$ cat config.mk
export PLATFORM = sky130hd
export DESIGN_NAME = pipe_hazard_ctrl
export DESIGN_NICKNAME = d
export VERILOG_FILES = /design/src/rtl/pipe_pkg.sv /design/src/rtl/hazard_detect.sv /design/src/rtl/pipe_hazard_ctrl.sv
export SDC_FILE = /design/constraint.sdc
export NUM_CORES = 1
export LEC_CHECK = 0
export BUFFER_PORTS_ARGS = -buffer_cell sky130_fd_sc_hd__buf_2
export CAP_MARGIN = 15
export CORE_MARGIN = 4
export CORE_UTILIZATION = 40
export DETAILED_ROUTE_END_ITERATION = 16
export PLACE_DENSITY = 0.69
export REMOVE_ABC_BUFFERS = 1
export SLEW_MARGIN = 20
export SYNTH_ARGS = -nofsm -noshare
export SYNTH_HDL_FRONTEND = slang
export SYNTH_HIERARCHICAL = 1
export SYNTH_SLANG_ARGS = --single-unit
$ cat constraint.sdc
create_clock -name clk -period 10.5 [get_ports clk]
set_input_delay 3.15 -clock clk [delete_from_list [all_inputs] [get_ports clk]]
set_output_delay 3.15 -clock clk [all_outputs]
set_load 0.005 [all_outputs]
$ cat src/rtl/pipe_pkg.sv
// Shared types and constants for the pipeline hazard controller.
// Used by pipe_hazard_ctrl and hazard_detect.
package pipe_pkg;

   localparam int REG_AW = 5;
   localparam logic [REG_AW-1:0] REG_ZERO = 5'd0;

   typedef enum logic [1:0] {
      RUN      = 2'd0,
      MEM_WAIT = 2'd1,
      ERR      = 2'd2
   } state_t;

   // True when a nonzero source register is written by an in-flight producer.
   function automatic logic reg_match(input logic [REG_AW-1:0] src,
                                      input logic [REG_AW-1:0] dest,
                                      input logic              wb_en);
      return wb_en && (src != REG_ZERO) && (src == dest);
   endfunction

endpackage

$ cat src/rtl/hazard_detect.sv
// Combinational RAW hazard equation for the ID stage.
// PIPE_HAZARD_CTRL_FWD_EN selects the forwarding-aware (load-use only) rule.
module hazard_detect
   import pipe_pkg::*;
(
   input  logic [REG_AW-1:0] src1,
   input  logic [REG_AW-1:0] src2,
   input  logic              two_src,
   input  logic [REG_AW-1:0] exe_dest,
   input  logic              exe_wb_en,
   input  logic              exe_mem_r_en,
   input  logic [REG_AW-1:0] mem_dest,
   input  logic              mem_wb_en,
   output logic              hazard
);

`ifdef PIPE_HAZARD_CTRL_FWD_EN
   // Forwarding covers ALU results; only a load in EXE cannot be bypassed in time.
   logic load_in_exe;
   logic unused_mem_fields;

   assign load_in_exe       = exe_mem_r_en & exe_wb_en;
   assign unused_mem_fields = ^{mem_dest, mem_wb_en};

   assign hazard = reg_match(src1, exe_dest, load_in_exe) |
                   (two_src & reg_match(src2, exe_dest, load_in_exe));
`else
   logic unused_exe_mem_r_en;
   logic src1_hit;
   logic src2_hit;

   assign unused_exe_mem_r_en = exe_mem_r_en;

   assign src1_hit = reg_match(src1, exe_dest, exe_wb_en) |
                     reg_match(src1, mem_dest, mem_wb_en);
   assign src2_hit = reg_match(src2, exe_dest, exe_wb_en) |
                     reg_match(src2, mem_dest, mem_wb_en);

   assign hazard = src1_hit | (two_src & src2_hit);
`endif

endmodule

$ cat src/rtl/pipe_hazard_ctrl.sv
// Pipeline sequencing controller: stage enables/flushes, memory-wait FSM with
// timeout watchdog, and a saturating stall counter. Macro: PIPE_HAZARD_CTRL_FWD_EN.
module pipe_hazard_ctrl
   import pipe_pkg::*;
#(
   parameter int MEM_TIMEOUT = 64,
   parameter int CNT_W       = 16
) (
   input  logic              clk,
   input  logic              rst,
   input  logic [REG_AW-1:0] src1,
   input  logic [REG_AW-1:0] src2,
   input  logic              two_src,
   input  logic              br_taken,
   input  logic [REG_AW-1:0] exe_dest,
   input  logic              exe_wb_en,
   input  logic              exe_mem_r_en,
   input  logic [REG_AW-1:0] mem_dest,
   input  logic              mem_wb_en,
   input  logic              mem_req,
   input  logic              mem_ready,
   output logic              pc_en,
   output logic              ifid_en,
   output logic              ifid_flush,
   output logic              idex_flush,
   output logic              exmem_en,
   output logic              memwb_bubble,
   output logic              mem_err,
   output logic [CNT_W-1:0]  stall_cnt
);

   localparam int WAIT_W = $clog2(MEM_TIMEOUT + 1);
   localparam logic [WAIT_W-1:0] WAIT_LAST = WAIT_W'(MEM_TIMEOUT - 1);

   state_t            state;
   logic [WAIT_W-1:0] wait_cnt;
   logic              hazard;
   logic              freeze;

   hazard_detect u_hazard_detect (
      .src1         (src1),
      .src2         (src2),
      .two_src      (two_src),
      .exe_dest     (exe_dest),
      .exe_wb_en    (exe_wb_en),
      .exe_mem_r_en (exe_mem_r_en),
      .mem_dest     (mem_dest),
      .mem_wb_en    (mem_wb_en),
      .hazard       (hazard)
   );

   assign freeze = (mem_req & ~mem_ready) | (state == ERR);

   // A pending branch stays in ID/EX during a freeze, so freeze must outrank it.
   always_comb begin
      pc_en        = 1'b1;
      ifid_en      = 1'b1;
      ifid_flush   = 1'b0;
      idex_flush   = 1'b0;
      exmem_en     = 1'b1;
      memwb_bubble = 1'b0;
      if (freeze) begin
         pc_en        = 1'b0;
         ifid_en      = 1'b0;
         exmem_en     = 1'b0;
         memwb_bubble = 1'b1;
      end else if (br_taken) begin
         ifid_flush = 1'b1;
         idex_flush = 1'b1;
      end else if (hazard) begin
         pc_en      = 1'b0;
         ifid_en    = 1'b0;
         idex_flush = 1'b1;
      end
   end

   always_ff @(posedge clk or posedge rst) begin
      if (rst) begin
         state    <= RUN;
         wait_cnt <= '0;
         mem_err  <= 1'b0;
      end else begin
         case (state)
            RUN: begin
               wait_cnt <= '0;
               if (mem_req && !mem_ready) begin
                  state <= MEM_WAIT;
               end
            end
            MEM_WAIT: begin
               if (mem_ready) begin
                  state    <= RUN;
                  wait_cnt <= '0;
               end else if (wait_cnt == WAIT_LAST) begin
                  state   <= ERR;
                  mem_err <= 1'b1;
               end else begin
                  wait_cnt <= wait_cnt + WAIT_W'(1);
               end
            end
            ERR: begin
               state <= ERR;
            end
            default: begin
               state    <= RUN;
               wait_cnt <= '0;
            end
         endcase
      end
   end

   always_ff @(posedge clk or posedge rst) begin
      if (rst) begin
         stall_cnt <= '0;
      end else if (!pc_en && (stall_cnt != {CNT_W{1'b1}})) begin
         stall_cnt <= stall_cnt + CNT_W'(1);
      end
   end

endmodule
## After elaboration in Yosys (flattened, before gate mapping)

Cells that the tools add are included.

| storage, ports and cells | value |
|---|---|
| input bits | 29 |
| output and inout bits | 23 |
| word-level logic and storage cells | 60 |
| flip-flop bits (word level) | 26 |

| operators by class | value |
|---|---|
| equal/unequal tests | 11 |
| add/subtract/negate cells | 2 |
| reduce and logical (&&, ||, !) cells | 18 |
| bitwise logic cells | 8 |
| mux-type cells | 17 |

Operators with widths:

| kind | count |
|---|---|
| 5-bit == test | 4 |
| 16-bit by 1-bit adder with 16-bit output (second input constant) | 1 |
| 16-bit inequality test (second input constant) | 1 |
| 7-bit 2-to-1 mux | 2 |
| 7-bit one-hot mux with 2 select lines | 1 |
| 1-bit logical AND | 10 |
| 1-bit 2-to-1 mux | 10 |
| 5-bit nonzero test | 2 |
| 7-bit by 1-bit adder with 7-bit output (second input constant) | 1 |
| 7-bit by 6-bit == test with 1-bit output (second input constant) | 1 |
| 2-bit 2-to-1 mux | 3 |
| 3-bit inequality test (second input constant) | 2 |
| 2-bit one-hot mux with 3 select lines | 1 |
| 1-bit bitwise OR | 4 |
| 2-bit AND reduction | 2 |
| 3-bit AND reduction | 1 |
| 1-bit AND | 2 |
| 2-bit by 1-bit == test with 1-bit output (second input constant) | 1 |
| 2-bit == test (second input constant) | 1 |
| 1-bit logical NOT | 2 |
| 2-bit logical NOT | 1 |
| 2-bit inequality test (second input constant) | 1 |
| 1-bit NOT | 2 |

## Logic depth before layout (Yosys ltp)

| depth | value |
|---|---|
| depth in word-level cells | 11 |
| mapped depth | 9 |

## Hierarchy

The synthesis kept the hierarchy.

Modules (own cells, without submodules):

| module | cells each | area each (sq um) | instances | sequential area each (sq um) |
|---|---|---|---|---|
| pipe_hazard_ctrl | 125 | 1368.8 | 1 | 650.6 |
| hazard_detect | 33 | 260.2 | 1 | 0.0 |

## Worst setup path after synthesis

OpenSTA, ideal clock, no wires.

| timing | value |
|---|---|
| path type | input to output |
| start point | input port src2[1] |
| end point | output port pc_en |
| slack | 2.776 ns |
| required time | 7.350 ns |
| stages on the path | 7 |
| data arrival time | 4.574 ns |
| path buffers | 2 |
| cell sequence | or4_1 o21ai_1 o22ai_1 nor2b_1 nor3_4 buf_6 buf_4 |

| on the way | value |
|---|---|
| longest elaborated chain between the ends | 9 |
| elaborated cells between the ends (all ways) | 13 |
| classes of those cells | eq/ne: 2; mux: 3; bitwise: 3; reduce/logical: 5 |

RTL lines:

| item | RTL line | source |
|---|---|---|
| start, declared | pipe_hazard_ctrl.sv:12 | `input logic [REG_AW-1:0] src2,` |
| 5-bit nonzero test | pipe_pkg.sv:18 | `return wb_en && (src != REG_ZERO) && (src == dest);` |
| 1-bit logical AND (2 in series) | pipe_pkg.sv:18 |  |
| 1-bit bitwise OR * | hazard_detect.sv:36 | `assign src2_hit = reg_match(src2, exe_dest, exe_wb_en) \|` |
| 1-bit AND * | hazard_detect.sv:39 | `assign hazard = src1_hit \| (two_src & src2_hit);` |
| 1-bit bitwise OR * | hazard_detect.sv:39 |  |
| via hazard | pipe_hazard_ctrl.sv:37 | `logic hazard;` |
| 1-bit 2-to-1 mux * (3 in series) | n/a |  |
| end, declared | pipe_hazard_ctrl.sv:22 | `output logic pc_en,` |

The timed path passes the listed nets; every way through them passes the cells marked *.

## Worst setup path after layout

| timing | value |
|---|---|
| start point | input port src2[1] |
| end point | output port pc_en |

| on the way | value |
|---|---|
| longest elaborated chain between the ends | 9 |
| elaborated cells between the ends (all ways) | 13 |
| classes of those cells | eq/ne: 2; mux: 3; bitwise: 3; reduce/logical: 5 |

RTL lines:

| item | RTL line | source |
|---|---|---|
| 5-bit nonzero test | pipe_pkg.sv:18 |  |
| 1-bit logical AND (2 in series) | pipe_pkg.sv:18 |  |
| 1-bit bitwise OR * | hazard_detect.sv:36 |  |
| 1-bit AND * | hazard_detect.sv:39 |  |
| 1-bit bitwise OR * | hazard_detect.sv:39 |  |
| via hazard | pipe_hazard_ctrl.sv:37 |  |
| 1-bit 2-to-1 mux * | pipe_hazard_ctrl.sv:70 | `end else if (hazard) begin` |
| 1-bit 2-to-1 mux * | pipe_hazard_ctrl.sv:67 | `end else if (br_taken) begin` |
| 1-bit 2-to-1 mux * | pipe_hazard_ctrl.sv:62 | `if (freeze) begin` |

Marked as above.

==> results.json <==
{
  "status": "finished clean",
  "cts_root_buf": "clkbuf_8",
  "place_area_mm2": 0.00192,
  "start_util_pct": 42.9,
  "dp_hpwl_mm": 2.67,
  "cts_made_buffers": 3,
  "start_kind": "input port",
  "synth_edf_count": 0,
  "slew_viol_final": 0,
  "synth_warnings": 6,
  "yosys-top-cells-count": "xor2_1 (30), dfrtp_1 (26), nor2_1 (10), nand2_1 (9)",
  "cts.sinks": 26,
  "yosysMostFrequentCell": "xor2_1",
  "cts_resized": 0,
  "finalHoldViolCount": 0,
  "synth_top_cell_area_share_pct": 39.9,
  "ys_top_cells_by_area": "dfrtp_1 (40%), xor2_1 (16%), nor4_2 (3.1%)",
  "instances_no_fill": 258,
  "ant_nets": 0,
  "finalSetupViolations": 0,
  "final_cell_area_mm2": 0.00198,
  "yosys.area.top_type": "dfrtp_1",
  "hold_buffers": 0,
  "synth_cell_type_count": 46,
  "synth.avg_cell_area_um2": 10.3,
  "syn_to_final_growth_pct": 21.3,
  "grt_pass1_wl_mm": 5.88,
  "min_period_ns": 8.19,
  "dr.pass1.iters": 4,
  "drive_gt1_share_pct": 32.4,
  "grt_max_degree": 27,
  "power_mw": 0.263,
  "nets": 242,
  "row_count": 22,
  "post_cts_buffers": 0,
  "routedWlPerCell_um": 13.2,
  "p_per_area_mw_per_mm2": 133,
  "path_clk_slew_ns": 0.09,
  "antenna_found_initial": 0,
  "dieArea_mm2": 0.00516,
  "synth-seq-cells": 26,
  "die_h_um": 71.8,
  "n_fill_cell": 357,
  "synth_area_mm2": 0.00163,
  "clk_path_buf_depth": 2,
  "setup_slack_ns": 2.31,
  "place_ws_ns": 2.29,
  "n_antenna_cell": 0,
  "port_buffers": 50,
  "viasPerCell": 5.29,
  "fmax_mhz": 122,
  "seq_area_frac_synth_pct": 39.9,
  "critPathRequiredTime_ns": 7.35,
  "htreeDepth": 1,
  "slew_headroom_pct": 38.3,
  "grt_util_all_layers_pct": 14.2,
  "p_leak_nw": 0.928,
  "overflow": 0,
  "drt_iter0_markers": 46,
  "routed-via-count": 1366,
  "drv_cap": 0,
  "ir_drop_mv": 0.116,
  "worst_slew_pin_slew_ns": 0.919,
  "endpoint_kind": "output pin",
  "fin_crit_sh_pct": 78.0,
  "arrival_ns": 5.04,
  "ios": 52,
  "ys.flop_type": "dfrtp_1",
  "dp.cells": 254,
  "core_area_mm2": 0.00380,
  "drc_errors": 0,
  "synthArstFlopShare_pct": 100,
  "min_path_type": "flip-flop to flip-flop",
  "fin_setup_tns_ns": 0,
  "critPathKind": "input port to output pin",
  "grt_pass1_vias": 1344,
  "synth_cells": 158,
  "die_x_um": 71.8,
  "insertion_delay_ns": 0.27,
  "crit_fanout": 17,
  "skew_ns": 0.00282,
  "tritoncts": "done",
  "gp_congestion": 0.734,
  "drt_wl_total_mm": 3.42,
  "rsz0062_at_grt": "no"
}
metal layers:
metal | routed length [µm] | up-vias | share of wire, % | GRT usage, %
met4 | 55 | 0 | 1.6 | 5.64
met1 | 1550 | 642 | 45 | 17.6
li1 | - | 683 | - | -
met2 | 1640 | 36 | 48 | 24.4
met3 | 170 | 5 | 5.0 | 2.24
met5 | 0 | - | 0 | 0
path summary, 6_finish.rpt:
kind                            cells past startpoint  slack [ns]       endpoint         start
worst min register to register                      1        0.48        mem_err       mem_err
worst max-delay path                                7        2.31          pc_en       src2[1]
worst min-delay path                                1        0.48        mem_err       mem_err
max in group asynchronous                           2        7.12  stall_cnt[14]           rst
worst max register to register                      6        8.59   stall_cnt[1]  stall_cnt[0]
min in group asynchronous                           2        2.95   stall_cnt[6]           rst
area by class of cell:
type / count / area (µm²) / area share, %
multi-input combinational: 127 / 945 / 47.8
sequential: 26 / 651 / 32.9
timing repair buffer: 51 / 258 / 13.0
tap: 48 / 60.1 / 3.04
clock buffer: 4 / 55.1 / 2.79
inverter: 2 / 7.51 / 0.380
kinds of logic (layout without fill, tap and decap cells):
| logic type | Yosys count | count (layout) | synth area share (%) |
|---|---|---|---|
| and+or+nand+nor | 68 | 68 | 27.9 |
| muxes | 3 | 3 | 2.07 |
| adders and majority gates | 2 | 2 | 1.54 |
| AOI/OAI and AO/OA | 20 | 20 | 8.22 |
| xor gates and xnor gates | 34 | 34 | 18.3 |
| buffers and inverters | 5 | 57 | 2.07 |
| DFF | 26 | 26 | 39.9 |
cells in the final DEF, fill, tap and decap left out, drive strengths merged, types with 4 or more instances in the layout:
cell type	synthesis	layout
nand3	6	6
nor4	10	10
clkbuf	0	4
nand4	6	6
nor2	10	10
buf	3	51
dfrtp	26	26
xor2	30	30
nor3	8	8
nand2	9	9
xnor2	4	4
a21oi	4	4
o21ai	4	4
state kept, by name (all words and copies together), names as in the netlist:
register	cells
stall_cnt	16
wait_cnt	7
state	2
mem_err	1
stage by stage:
step | utilization (%) | hold slack, ns
5_1_grt | 52.0 | 0.520
2_1_floorplan | - | 0.451
6_report | 52.0 | 0.483
3_5_place_dp | 50.6 | 0.456
4_1_cts | 52.0 | 0.480
3_3_place_gp | 50.6 | 0.455
report_power, final:
part           total (mW)  internal [mW]  switching [mW]  leakage (nW)
logic              0.0613         0.0324          0.0290         0.558
clock network      0.0649         0.0336          0.0313        0.0288
registers           0.137          0.115          0.0218         0.341
total               0.263          0.181          0.0821         0.928
critical path, stage by stage:
cell and delay [ns]:
buf_2 0.12, or4_1 0.51, o21ai_1 0.13, o22ai_1 0.12
nor2b_1 0.16, nor3_4 0.60, buf_2 0.24
(Power assumes the default switching activity.)
